[src/rtl/hazard_ctrl_mc_pkg.sv]
// Shared constants for the diag-v2 hazard controller: bus widths, opcodes,
// FSM encodings, forwarding selects and the register-use decode.
package hazard_ctrl_mc_pkg;

   localparam int OpBusBits      = 7;
   localparam int RsltSrcBusBits = 2;
   localparam int ForwardBusBits = 2;
   localparam int RegZero        = 0;

   localparam logic [RsltSrcBusBits-1:0] RsltSrcLOAD = 2'b01;

   localparam logic [OpBusBits-1:0] OpLUI    = 7'b0110111;
   localparam logic [OpBusBits-1:0] OpAUIPC  = 7'b0010111;
   localparam logic [OpBusBits-1:0] OpJAL    = 7'b1101111;
   localparam logic [OpBusBits-1:0] OpOP     = 7'b0110011;
   localparam logic [OpBusBits-1:0] OpOP_32  = 7'b0111011;
   localparam logic [OpBusBits-1:0] OpSTORE  = 7'b0100011;
   localparam logic [OpBusBits-1:0] OpBRANCH = 7'b1100011;
   localparam logic [OpBusBits-1:0] OpLOAD   = 7'b0000011;
   localparam logic [OpBusBits-1:0] OpOP_IMM = 7'b0010011;

   localparam logic [1:0] HzRUN   = 2'b00;
   localparam logic [1:0] HzLOADW = 2'b01;
   localparam logic [1:0] HzMDUW  = 2'b10;

   localparam logic [ForwardBusBits-1:0] ForwardM    = 2'b10;
   localparam logic [ForwardBusBits-1:0] ForwardW    = 2'b01;
   localparam logic [ForwardBusBits-1:0] ForwardNone = 2'b00;

   function automatic logic uses_rs1(input logic [OpBusBits-1:0] op);
      return !(op == OpLUI || op == OpAUIPC || op == OpJAL);
   endfunction

   function automatic logic uses_rs2(input logic [OpBusBits-1:0] op);
      return (op == OpOP || op == OpOP_32 || op == OpSTORE || op == OpBRANCH);
   endfunction

endpackage

[src/rtl/hazard_ctrl_mc_fwd_select.sv]
// Per-operand forwarding select for the E stage: the younger M result wins
// over W, and x0 or a non-writing stage never forwards.
module fwd_select
   import hazard_ctrl_mc_pkg::*;
#(
   parameter int REG_ADDR_BITS = 5
) (
   input  logic [REG_ADDR_BITS-1:0]  src,
   input  logic [REG_ADDR_BITS-1:0]  write_reg_m,
   input  logic [REG_ADDR_BITS-1:0]  write_reg_w,
   input  logic                      reg_write_m,
   input  logic                      reg_write_w,
   output logic [ForwardBusBits-1:0] sel
);

   logic src_live;

   assign src_live = (src != REG_ADDR_BITS'(RegZero));

   always_comb begin
      sel = ForwardNone;
      if (src_live && reg_write_m && src == write_reg_m) begin
         sel = ForwardM;
      end else if (src_live && reg_write_w && src == write_reg_w) begin
         sel = ForwardW;
      end
   end

endmodule

[src/rtl/hazard_ctrl_mc.sv]
// Pipeline hazard controller for the 5-stage diag-v2 core: load-use with a
// configurable penalty, MDU hold handshake, memory wait states and forwarding.
module hazard_ctrl_mc
   import hazard_ctrl_mc_pkg::*;
#(
   parameter int REG_ADDR_BITS   = 5,
   parameter int LOAD_USE_CYCLES = 1,
   parameter int CNT_BITS        = 2
) (
   input  logic                      clk,
   input  logic                      reset,
   input  logic [OpBusBits-1:0]      opD,
   input  logic [REG_ADDR_BITS-1:0]  readRegister1D,
   input  logic [REG_ADDR_BITS-1:0]  readRegister2D,
   input  logic [REG_ADDR_BITS-1:0]  readRegister1E,
   input  logic [REG_ADDR_BITS-1:0]  readRegister2E,
   input  logic [REG_ADDR_BITS-1:0]  writeRegE,
   input  logic [REG_ADDR_BITS-1:0]  writeRegM,
   input  logic [REG_ADDR_BITS-1:0]  writeRegW,
   input  logic [RsltSrcBusBits-1:0] resultSrcE,
   input  logic                      regWriteM,
   input  logic                      regWriteW,
   input  logic                      branchE,
   input  logic                      mduValidE,
   input  logic                      mduDone,
   input  logic                      memAccessM,
   input  logic                      memReadyM,
   output logic                      stallF,
   output logic                      stallD,
   output logic                      stallE,
   output logic                      stallM,
   output logic                      flushD,
   output logic                      flushE,
   output logic                      flushM,
   output logic                      flushW,
   output logic [ForwardBusBits-1:0] forwardAE,
   output logic [ForwardBusBits-1:0] forwardBE,
   output logic                      mduStart
);

   logic [1:0]          state;
   logic [1:0]          next_state;
   logic [CNT_BITS-1:0] cnt;
   logic [CNT_BITS-1:0] cnt_next;
   logic                mem_wait;
   logic                load_use;
   logic                hit_rs1;
   logic                hit_rs2;
   logic                dest_live;

   assign mem_wait  = memAccessM & ~memReadyM;
   assign dest_live = (writeRegE != REG_ADDR_BITS'(RegZero));
   assign hit_rs1   = uses_rs1(opD) && (readRegister1D == writeRegE);
   assign hit_rs2   = uses_rs2(opD) && (readRegister2D == writeRegE);
   assign load_use  = (resultSrcE == RsltSrcLOAD) && dest_live && (hit_rs1 || hit_rs2);

   fwd_select #(.REG_ADDR_BITS(REG_ADDR_BITS)) u_fwd_a (
      .src         (readRegister1E),
      .write_reg_m (writeRegM),
      .write_reg_w (writeRegW),
      .reg_write_m (regWriteM),
      .reg_write_w (regWriteW),
      .sel         (forwardAE)
   );

   fwd_select #(.REG_ADDR_BITS(REG_ADDR_BITS)) u_fwd_b (
      .src         (readRegister2E),
      .write_reg_m (writeRegM),
      .write_reg_w (writeRegW),
      .reg_write_m (regWriteM),
      .reg_write_w (regWriteW),
      .sel         (forwardBE)
   );

   // A memory wait freezes the FSM, but a finishing MDU must still be seen
   // or its single-cycle done pulse would be lost.
   always_comb begin
      stallF     = 1'b0;
      stallD     = 1'b0;
      stallE     = 1'b0;
      stallM     = 1'b0;
      flushD     = 1'b0;
      flushE     = 1'b0;
      flushM     = 1'b0;
      flushW     = 1'b0;
      mduStart   = 1'b0;
      next_state = state;
      cnt_next   = cnt;
      if (reset) begin
         flushD = 1'b1;
         flushE = 1'b1;
         flushM = 1'b1;
         flushW = 1'b1;
      end else if (mem_wait) begin
         stallF = 1'b1;
         stallD = 1'b1;
         stallE = 1'b1;
         stallM = 1'b1;
         flushW = 1'b1;
         if (state == HzMDUW && mduDone) begin
            next_state = HzRUN;
         end
      end else begin
         case (state)
            HzMDUW: begin
               if (mduDone) begin
                  next_state = HzRUN;
               end else begin
                  stallF = 1'b1;
                  stallD = 1'b1;
                  stallE = 1'b1;
                  flushM = 1'b1;
               end
            end
            HzLOADW: begin
               stallF   = 1'b1;
               stallD   = 1'b1;
               flushE   = 1'b1;
               cnt_next = cnt - CNT_BITS'(1);
               if (cnt <= CNT_BITS'(1)) begin
                  next_state = HzRUN;
               end
            end
            default: begin
               if (branchE) begin
                  flushD = 1'b1;
                  flushE = 1'b1;
               end else if (mduValidE) begin
                  mduStart   = 1'b1;
                  stallF     = 1'b1;
                  stallD     = 1'b1;
                  stallE     = 1'b1;
                  flushM     = 1'b1;
                  next_state = HzMDUW;
               end else if (load_use) begin
                  stallF = 1'b1;
                  stallD = 1'b1;
                  flushE = 1'b1;
                  if (LOAD_USE_CYCLES > 1) begin
                     next_state = HzLOADW;
                     cnt_next   = CNT_BITS'(LOAD_USE_CYCLES - 1);
                  end
               end
            end
         endcase
      end
   end

   always_ff @(posedge clk) begin
      if (reset) begin
         state <= HzRUN;
         cnt   <= '0;
      end else begin
         state <= next_state;
         cnt   <= cnt_next;
      end
   end

endmodule
[config.mk]
export PLATFORM = sky130hd
export DESIGN_NAME = hazard_ctrl_mc
export DESIGN_NICKNAME = d
export VERILOG_FILES = /design/src/rtl/hazard_ctrl_mc_pkg.sv /design/src/rtl/hazard_ctrl_mc_fwd_select.sv /design/src/rtl/hazard_ctrl_mc.sv
export SDC_FILE = /design/constraint.sdc
export NUM_CORES = 1
export LEC_CHECK = 0
export CAP_MARGIN = 20
export CORE_MARGIN = 1.5
export CORE_UTILIZATION = 28
export DETAILED_ROUTE_END_ITERATION = 8
export PLACE_DENSITY = 0.87
export SLEW_MARGIN = 30
export SYNTH_ARGS = -nofsm -noshare
export SYNTH_HDL_FRONTEND = slang
export SYNTH_HIERARCHICAL = 1
export SYNTH_SLANG_ARGS = --single-unit
[constraint.sdc]
create_clock -name clk -period 1.5 [get_ports clk]
set_clock_uncertainty 0.05 [all_clocks]
set_input_delay 0.15 -clock clk [delete_from_list [all_inputs] [get_ports clk]]
set_output_delay 0.15 -clock clk [all_outputs]
set_load 0.02 [all_outputs]
Word-level counts from Yosys, hierarchy flattened
Index checks and enable logic that the tools add are counted.

Output and inout port bits: 13. Register bits: 4. Input bits: 53.

Reduce and logical (&&, ||, !) cells: 27. Mux-type cells: 40. Equal/unequal tests: 20. Order comparisons: 1. Bitwise operators: 3. Add/sub/neg operators: 1.

Operators with widths (number): == test 5 bit (6); == test 7 x 6 -> 1 bit (second input constant) (4); two-way mux 1 bit (28); two-way mux 2 bit (8); nonzero test 5 bit (3); == test 7 bit (second input constant) (2); logical AND 1 bit (13); == test 7 x 5 -> 1 bit (second input constant) (1); logical OR 1 bit (6); != test 3 bit (second input constant) (2); case mux 1 bit (2 select lines) (3); AND reduction 5 bit (1); == test 2 x 1 -> 1 bit (second input constant) (2); != test 4 x 1 -> 1 bit (second input constant) (1); case mux 2 bit (2 select lines) (1); nonzero test 4 bit (1); == test 2 bit (second input constant) (1); <= comparator 2 x 1 -> 1 bit (second input constant) (1); != test 2 x 1 -> 1 bit (second input constant) (1); NOT 1 bit (2); AND reduction 2 bit (1); OR reduction 2 bit (1); subtractor 2 x 1 -> 2 bit (second input constant) (1); AND 1 bit (1); logical NOT 1 bit (1).

Longest topological paths before layout
Word-level depth: 13. Mapped depth: 6. Depth with buffers taken out: 5.

Modules after synthesis
The synthesis kept the hierarchy.

Modules (own cells, without submodules): hazard_ctrl_mc (instances 1, sequential area each 20.0 sq um, cells each 47, area an instance 329.1 sq um); fwd_select (instances 2, sequential area each 0.0 sq um, cells each 18, area an instance 138.9 sq um).

Worst setup path before layout
No wires, ideal clock.

Path type: input port to output port. Start: in readRegister1E[2]. End: out forwardAE[0]. Buffers on the path: 0. Data arrival time: 1.505 ns. Data required time: 1.300 ns. Slack: -0.205 ns. Stages on the path: 3. Path through: xnor2_1 -> and2_1 -> a2111oi_0.

Word-level cells in the longest chain between the ends: 5. Elaborated cells on any way between the ends: 9. Those cells by class: eq/ne: 2; mux: 2; reduce/logical: 5.

Ends and longest elaborated chain: start, declared (RTL line hazard_ctrl_mc.sv:15) `input logic [REG_ADDR_BITS-1:0] readRegister1E,`; nonzero test 5 bit (RTL line hazard_ctrl_mc_fwd_select.sv:18) `assign src_live = (src != REG_ADDR_BITS'(RegZero));`; logical AND 1 bit (2 in series) (RTL line hazard_ctrl_mc_fwd_select.sv:24) `end else if (src_live && reg_write_w && src == write_reg_w) begin`; two-way mux 1 bit (RTL line hazard_ctrl_mc_fwd_select.sv:24); two-way mux 2 bit (*) (RTL line hazard_ctrl_mc_fwd_select.sv:22) `if (src_live && reg_write_m && src == write_reg_m) begin`; end, declared (RTL line hazard_ctrl_mc.sv:36) `output logic [ForwardBusBits-1:0] forwardAE,`.

Mark *: on every way between the ends. The rest lies on a longest branch, timed or not.

Worst setup path after layout
Start: in opD[4]. End: out stallD.

Word-level cells in the longest chain between the ends: 13. Elaborated cells on any way between the ends: 23. Those cells by class: eq/ne: 7; mux: 6; reduce/logical: 10.

Ends and longest elaborated chain: start, declared (RTL line hazard_ctrl_mc.sv:12) `input logic [OpBusBits-1:0] opD,`; == test 7 x 6 -> 1 bit (tied with other cells) (RTL line hazard_ctrl_mc_pkg.sv:31) `return !(op == OpLUI || op == OpAUIPC || op == OpJAL);`; logical OR 1 bit, on equally long branches (2 in series) (RTL line hazard_ctrl_mc_pkg.sv:31, hazard_ctrl_mc_pkg.sv:35); logical NOT 1 bit or logical OR 1 bit (tied branches) (RTL line hazard_ctrl_mc_pkg.sv:31, hazard_ctrl_mc_pkg.sv:35); logical AND 1 bit, on equally long branches (RTL line hazard_ctrl_mc.sv:53, hazard_ctrl_mc.sv:54); logical OR 1 bit (*) (RTL line hazard_ctrl_mc.sv:55) `assign load_use = (resultSrcE == RsltSrcLOAD) && dest_live && (hit_rs1 || hit_rs2);`; logical AND 1 bit (*) (RTL line hazard_ctrl_mc.sv:55); two-way mux 1 bit (*) (RTL line hazard_ctrl_mc.sv:135) `end else if (load_use) begin`; two-way mux 1 bit (*) (RTL line hazard_ctrl_mc.sv:128) `end else if (mduValidE) begin`; two-way mux 1 bit (*) (RTL line hazard_ctrl_mc.sv:125) `if (branchE) begin`; case mux 1 bit (2 select lines) (*) (RTL line hazard_ctrl_mc.sv:104) `case (state)`; two-way mux 1 bit (*) (RTL line hazard_ctrl_mc.sv:94) `end else if (mem_wait) begin`; two-way mux 1 bit (*) (RTL line hazard_ctrl_mc.sv:89) `if (reset) begin`; end, declared (RTL line hazard_ctrl_mc.sv:29) `output logic stallD,`.

Marked as above.

==> flow_metrics.env <==
export IMPL_die_area_mm2=0.00246
export IMPL_drc=0
export IMPL_yosysTopAreaCell="xnor2_1"
export IMPL_gp_congestion=0.870
export IMPL_syn2layout_area_growth_pct=147
export IMPL_synth_common_cells="xnor2_1 (18), xor2_1 (12), nor2_1 (7), nor4_1 (5), nand2b_1 (4)"
export IMPL_stdcell_area_mm2=0.00150
export IMPL_ioPinCount=66
export IMPL_largestRegisters="state (1)"
export IMPL_layout_nets=216
export IMPL_die_x_um=49.6
export IMPL_syn_area_per_cell_um2=7.31
export IMPL_hpwl_um=2150
export IMPL_met2_usage=0.458
export IMPL_p_leak_nw=0.656
export IMPL_grt_antenna_before_repair=0
export IMPL_drt_pass1_iterations=4
export IMPL_synth_most_common_cell="xnor2_1"
export IMPL_worstPathArrival_ns=1.43
export IMPL_grt_pass1_vias=973
export IMPL_nFillCells=154
export IMPL_syn_cell_area_um2=607
export IMPL_synth_nets=136
export IMPL_p_per_area_mw_per_mm2=294
export IMPL_placed_cell_area_mm2=0.00136
export IMPL_fp_coreArea_mm2=0.00200
export IMPL_grt_pass1_wl_um=4430
export IMPL_largest_reg_flops=1
export IMPL_die_h_um=49.6
export IMPL_violations="setup timing"
export IMPL_synth_seq_area_share=0.0330
export IMPL_post_route_period_util=1.09
export IMPL_grt_use_met1=0.251
export IMPL_use_met3=0.0212
export IMPL_setup_ws_ns=-0.134
export IMPL_grt_ovfl_total=0
export IMPL_wl_per_cell_um=16.1
export IMPL_fin_crit_ns=1.63
export IMPL_status="complete, but fails checks"
export IMPL_drv_slew=0
export IMPL_yosys_top_cells_area="xnor2_1 (26%), xor2_1 (17%), nor4_1 (5.2%), nor2_1 (4.3%), nand2b_1 (4.1%)"
export IMPL_peakVddDrop_mv=0.214
export IMPL_top_register="state"
export IMPL_drive_gt1_frac=0.578
export IMPL_startpoint_type="input port"
export IMPL_regArea_um2=20.0
export IMPL_max_cap_violations=0
export IMPL_setup_violations=3
export IMPL_portBuffers=65
export IMPL_synth_edf_count=0
export IMPL_synth_cell_types=28
export IMPL_max_slew_worst_pin_slew_ns=0.326
export IMPL_yosysWarnings=6
export IMPL_critPathMaxFanout=3
export IMPL_required_ns=1.30
export IMPL_synth_cells=83
export IMPL_vias_per_cell=4.95
export IMPL_antenna_cells=0
export IMPL_drt_iter0_markers=12
export IMPL_final_cells=188
export IMPL_place_ws_ns=-0.998
export IMPL_synth_ff_type="dfxtp_1"
export IMPL_fmax_ghz=0.612
export IMPL_wl_um=3020
export IMPL_power_w=0.000441
export IMPL_vias=930
export IMPL_end_kind="primary output"
export IMPL_dpl_cell_count=183
export IMPL_grt_use_total=0.227
export IMPL_drtAntennaViolNets=0
export IMPL_start_util=0.303
export IMPL_multiInputGateArea_um2=817
export IMPL_synth_async_reset_ratio=0
export IMPL_top_usage_layer="met2"
export IMPL_hp_class="input port to primary output"
export IMPL_rsz0062_at_grt="true"
export IMPL_path_class="input port to primary output"
export IMPL_whs_ns=0.663
export IMPL_rows=16
export IMPL_hold_viol=0
export IMPL_clock_latency_ns=0
export IMPL_maxSlewHeadroom=0.781
export IMPL_synth_top_area_frac=0.260
export IMPL_grt_max_degree=9
export IMPL_ys_ff_latch=1
==> through the flow <==
step / utilization / setup TNS (ns)
detailed placement: 0.681 / -8.19
finish: 0.748 / -0.376
global route: 0.748 / -0.543
CTS: 0.693 / -0.484
global placement: 0.681 / -7.72
floorplan: - / 0
==> what timing repair did <==
| action | 4_1_cts | 5_1_grt |
|---|---|---|
| hold buffers | 0 | 0 |
| endpoints found under the setup margin | 13 | 13 |
| buffers inserted | 4 | 1 |
| resized for setup | 182 | 61 |
| cloned | 0 | 0 |
| pin swaps | 26 | 23 |
==> worst paths after layout <==
path / startpoint / to / slack, ns / cells past startpoint
setup reg to reg: state[1] / state[1] / 0.32 / 3
hold / removal: regWriteW / forwardAE[0] / 0.66 / 4
hold reg to reg: state[1] / state[1] / 0.67 / 3
setup / recovery: opD[4] / stallD / -0.13 / 8
==> worst max-delay path: stages <==
cell     delay [ns]
buf_8          0.07
mux2i_2        0.20
nand4_1        0.14
nor4_2         0.32
o21ai_2        0.12
buf_4          0.15
o22ai_4        0.12
buf_6          0.15
==> cell usage in the layout, fill, tap and decap left out, types with 2 or more instances in the layout <==
| master | count |
|---|---|
| a21oi_2 | 3 |
| and3b_1 | 2 |
| buf_2 | 17 |
| buf_4 | 20 |
| buf_6 | 7 |
| clkbuf_2 | 10 |
| clkdlybuf4s15_1 | 4 |
| clkdlybuf4s50_1 | 6 |
| dlygate4sd2_1 | 12 |
| dlymetal6s2s_1 | 3 |
| nand2b_1 | 2 |
| nand2b_4 | 2 |
| nand3_1 | 3 |
| nand4_1 | 3 |
| nor2_1 | 2 |
| nor2_2 | 2 |
| nor2_4 | 3 |
| nor2b_4 | 2 |
| nor4_2 | 4 |
| or4_4 | 3 |
| xnor2_1 | 16 |
| xnor2_2 | 2 |
| xor2_1 | 7 |
| xor2_2 | 5 |
==> layer usage <==
layer	vias up	part of all wire
li1	451	-
met5	-	0
met3	4	0.026
met1	457	0.36
met4	0	0.011
met2	18	0.60
==> power by group <==
group | leakage [nW] | switching (W) | internal (W) | total (W)
Sequential | 0.00819 | 0.00000340 | 0.0000286 | 0.0000320
Combinational | 0.648 | 0.000192 | 0.000217 | 0.000409
Clock | 0 | 0 | 0 | 0
==> layout make-up <==
type,count,share of cell area
sequential,1,0.0134
tap,27,0.0226
inverter,1,0.00251
multi-input combinational,79,0.546
timing repair buffer,80,0.416
==> logic make-up (layout without fill, tap and decap cells) <==
family,count (synthesis),after routing,synth area share
AND/OR/NAND/NOR,38,38,0.373
AO/OA/AOI/OAI,10,10,0.120
multiplexers,1,1,0.0165
flip-flops,1,1,0.0330
buffers and inverters,3,81,0.0247
XOR/XNOR,30,30,0.433
Power figures use the tool's default switching activity.
==> RTL edit 1: new RTL, same settings <==
Reset style: asynchronous (`reset`), changed in one clocked block.
--- a/src/rtl/hazard_ctrl_mc.sv
+++ b/src/rtl/hazard_ctrl_mc.sv
@@ -147,5 +147,5 @@
    end
 
-   always_ff @(posedge clk) begin
+   always_ff @(posedge clk or posedge reset) begin
       if (reset) begin
          state <= HzRUN;
Check against the original RTL: no difference found for any inputs over 10 cycles, from zero or initial values and one cycle with reset high; that may be too few to reach the edited logic, so the function may still have changed.
==> RTL edit 1 against the unedited design <==
The run still ends with negative setup slack left. Sequential power is 19% higher. Synthesized area is 0.21% higher. Design area is 1.7% lower. Sequential cell count stayed put. Global-route usage is 1.3 points higher. Total power is 5.4% higher. Routed wire length is 2.5% lower. Critical path depth stayed put. Setup slack worse by 61 ps. Sequential share of layout area is 0.36 points higher. Combinational power is 4% higher.
==> RTL edit 1: results (changes against the unedited design) <==
metric,value,unit,change
outcome,"finished, violations left",,
violated checks,negative setup slack,,
CP Launch Point,writeRegE[1],,
final setup fails,3,,unchanged
flop2flop setup slack,380,ps,+60 ps
DR WL/cell,15.2,µm,-5.6%
initial DRC count,24,,+12
drt via density,5.07,,+2.5%
Min-Delay Path Class,reg -> reg,,
top post-synthesis cells by count,"20 x xnor2_1, 10 x xor2_1, 7 x nand2_1, 7 x nor2_1",,
first-pass GRT wire length,4690,µm,+5.8%
syn avg cell area,7.15,µm²,-2.2%
"top cells by area, synth","xnor2_1 29%, xor2_1 14%, nand2_1 4.3%",,
fraction of the yosys area taken by sequential cells,4.12,%,+0.82 points
share of cells above drive strength 1,50.9,%,-6.9 points
most common flop cell mapped by yosys,dfrtp_1,,
RePlAce Congestion,0.829,,-4.7%
pin count of the biggest net entering global routing,7,,-2
Hold Crit Endpoint,state[1]$_DFFE_PP0P_,,
worst reg2reg startpoint,state[1]$_DFFE_PP0P_,,
vias in the first global route,1098,,+13%
post-route setup slack,-195,ps,-61.3 ps
area post-placement,0.00138,mm²,+1.5%
Post-layout nets,222,,+2.8%
Slew headroom,80.2,%,+2.1 points
reg2reg path depth,4,,+1
Worst Setup EP,flushE,,
WP data arrival,1500,ps,+70 ps
setup_tns,-566,ps,-191 ps
syn nets,138,,+1.5%
peak supply drop,221,µV,+3.5%
worst hold start,state[1]$_DFFE_PP0P_,,
fill count,150,,-2.6%
## RTL edit 1: final cells by class
class / count / area [µm²] / share of cell area [%]
multi-input cells: 81 / 751 / 51.0
repair buffers: 83 / 654 / 44.5
well taps: 27 / 33.8 / 2.30
flip-flops and latches: 1 / 25.0 / 1.70
inverters: 2 / 7.51 / 0.510
## RTL edit 1: kinds of logic (layout without fill, tap and decap cells)
group                     Yosys count  count (layout)  synth area share, %
DFF                                 1               1                 4.11
buffers and inverters               3              85                 2.47
AOI/OAI and AO/OA                  10              10                 11.3
muxes                               2               2                 3.29
xor gates and xnor gates           30              30                 43.2
and+or+nand+nor                    39              39                 35.6
## RTL edit 1: repair_timing
action,4_1_cts,5_1_grt
pin swaps,35,20
hold endpoints to repair,0,0
gates cloned,0,0
setup buffers,5,1
endpoints found under the setup margin,14,13
gates resized for setup,194,34
## RTL edit 1: layer usage
layer  vias to the layer above  GRT usage (%)  share of wire [%]
li1                        468              -                  -
met1                       444           22.3                 33
met2                        66           54.4                 58
met3                         6           1.52                7.0
met4                         0           4.17                1.8
met5                         -              0                  0
## RTL edit 1: where the power goes
part / switching, W / internal, W
Sequential: 0.00000678 / 0.0000312
Combinational: 0.000197 / 0.000230
Clock: 0 / 0
## RTL edit 1: through the flow
step | worst slack [ps] | util (%)
2_1_floorplan | -140 | -
3_3_place_gp | -957 | 69.1
3_5_place_dp | -999 | 69.1
4_1_cts | -192 | 70.7
5_1_grt | -258 | 73.5
6_report | -195 | 73.5
## RTL edit 1: worst max-delay path, cell delays in order
cell	delay, ps
buf_8	100
buf_6	110
xnor2_2	170
nand2_1	90
nor4_2	320
a21oi_2	80
o41ai_2	290
buf_4	200
==> RTL edit 2: new RTL, config.mk and constraints unchanged <==
Without the edit above. `ForwardBusBits`: 2 -> 3.
--- a/src/rtl/hazard_ctrl_mc_pkg.sv
+++ b/src/rtl/hazard_ctrl_mc_pkg.sv
@@ -5,5 +5,5 @@
    localparam int OpBusBits      = 7;
    localparam int RsltSrcBusBits = 2;
-   localparam int ForwardBusBits = 2;
+   localparam int ForwardBusBits = 3;
    localparam int RegZero        = 0;
 
Ports: changed (resized forwardAE and forwardBE); port bits go from 66 to 68. The function was not compared with the original's and may differ.
==> RTL edit 2 against the unedited design <==
Total power up 0.76%. Critical path depth down 1. Synthesized area up 3.7%. Hold slack worse by 130 ps. Routed wire length up 0.79%. Setup slack better by 12 ps. The flow still finishes with violations (negative setup slack). Via count down 1.7%. Sequential cell count unchanged. Design area down 0.84%. First-iteration DRC count down 67%. Largest power group unchanged. Sequential power down 2%.
==> RTL edit 2: results (changes against the unedited design) <==
metric,value,unit,change
outcome,"finished, violations left",,
violated checks,negative setup slack,,
initial antenna violation count,0,,unchanged
LEAKAGE,0.667,nW,+1.7%
"CTS clk-pin slew, worst paths",0,ps,
drt via density,4.84,,-2.2%
share of cells above drive strength 1,55.6,%,-2.2 points
WL met3,89,µm,+11%
top post-synthesis cells by count,"18 x xnor2_1, 12 x xor2_1, 7 x nor2_1",,
RePlAce Congestion,0.852,,-2.0%
WP data arrival,1420,ps,
Combinational Power Share,92.9,%,+0.2 points
Unique masters post-synth,29,,+3.6%
post-route insts no fill,189,,+0.53%
DP Wirelength,2280,µm,+5.8%
fraction of the yosys area taken by sequential cells,3.18,%,-0.12 points
"CP delay by family, top",simple AND/OR/NAND/NOR gates,,
setup_tns,-312,ps,+63.8 ps
top flop regs,state: 1 flops,,
Clock Latency Late Sink,0,ps,unchanged
Critical-path top delay cell,nor4_2,,
Flop pwr share,7.1,%,-0.2 points
Syn Inst Count,87,,+4.8%
first-pass GRT wire length,4260,µm,-3.7%
DR WL/cell,16.1,µm,+0.26%
Worst path max stage delay,330,ps,
peak supply drop,195,µV,-9.0%
Pint,0.000243,W,-0.87%
Max Used Layer,met4,,
Ant. Diodes,0,,unchanged
Min-Delay Path Class,reg -> reg,,
vias in the first global route,930,,-4.4%
fill count,162,,+5.2%
syn nets,140,,+2.9%
"FFs w/ async S/R, synth",0,%,unchanged
met2 wire len,1850,µm,+1.9%
final setup fails,3,,unchanged
input/output buffers,65,,unchanged
Hold Fails Final Rpt,0,,unchanged
area post-placement,0.00137,mm²,+0.55%
total track usage,21.6,%,-1.2 points
first-pass iteration count of the detailed router,2,,-2
"top cells by area, synth","xnor2_1 25%, xor2_1 17%, nor4_1 5.0%",,
post-route setup slack,-123,ps,+11.7 ps
Placement Setup Slack,-967,ps,+31.5 ps
initial DRC count,4,,-8
largest fanout on the critical path,3,,unchanged
dpl cells,185,,+1.1%
pin count of the biggest net entering global routing,9,,unchanged
most common flop cell mapped by yosys,dfxtp_1,,
wire length on met1,1040,µm,-4.2%
Post-layout nets,217,,+0.46%
Seq group,0.0000315,W,-2%
Ys Warns,6,,unchanged
[RTL edit 2: changes by cell type in the layout (fill, tap and decap cells not counted), moves of 2 or more]
cell	unedited run	this run
clkbuf_2	10	7
conb_1	0	2
nor2_2	2	4
dlygate4sd2_1	12	15
nor2_4	3	0
buf_2	17	21
buf_4	20	17
xor2_2	5	7
clkdlybuf4s50_1	6	4
xor2_1	7	5
[RTL edit 2: kinds of logic after synthesis]
| kind of cell | count (synthesis) | synth area share, % |
|---|---|---|
| multiplexers | 1 | 1.59 |
| flip-flops | 1 | 3.18 |
| XOR/XNOR | 30 | 41.7 |
| buffers and inverters | 5 | 4.77 |
| AND/OR/NAND/NOR | 38 | 36.0 |
| other | 2 | 1.19 |
| AO/OA/AOI/OAI | 10 | 11.5 |
[RTL edit 2: metal layers]
layer  GRT usage (%)  vias to the layer above
li1                -                      452
met1            23.2                      429
met2            45.0                       27
met3           0.893                        6
met4            4.95                        0
met5               0                        -
[RTL edit 2: timing repair]
action | CTS | global route
cloned | 0 | 0
gates resized for setup | 189 | 45
pin swaps | 32 | 18
endpoints found under the setup margin | 14 | 12
buffers inserted | 4 | 0
[RTL edit 2: area by class of cell]
cell class	instances	area (µm²)	area share [%]
inverters	1	3.75	0.253
multi-input cells	81	813	54.8
flip-flops and latches	1	20.0	1.35
well taps	27	33.8	2.28
repair buffers	79	613	41.3
[RTL edit 2: worst paths after layout]
kind / startpoint / end / slack (ps) / depth (start not counted)
hold / removal: state[1]$_SDFFE_PP0P_ / state[1]$_SDFFE_PP0P_ / 530 / 2
hold reg to reg: state[1]$_SDFFE_PP0P_ / state[1]$_SDFFE_PP0P_ / 530 / 2
setup reg to reg: state[1]$_SDFFE_PP0P_ / state[1]$_SDFFE_PP0P_ / 330 / 3
setup / recovery: opD[4] / flushE / -120 / 7
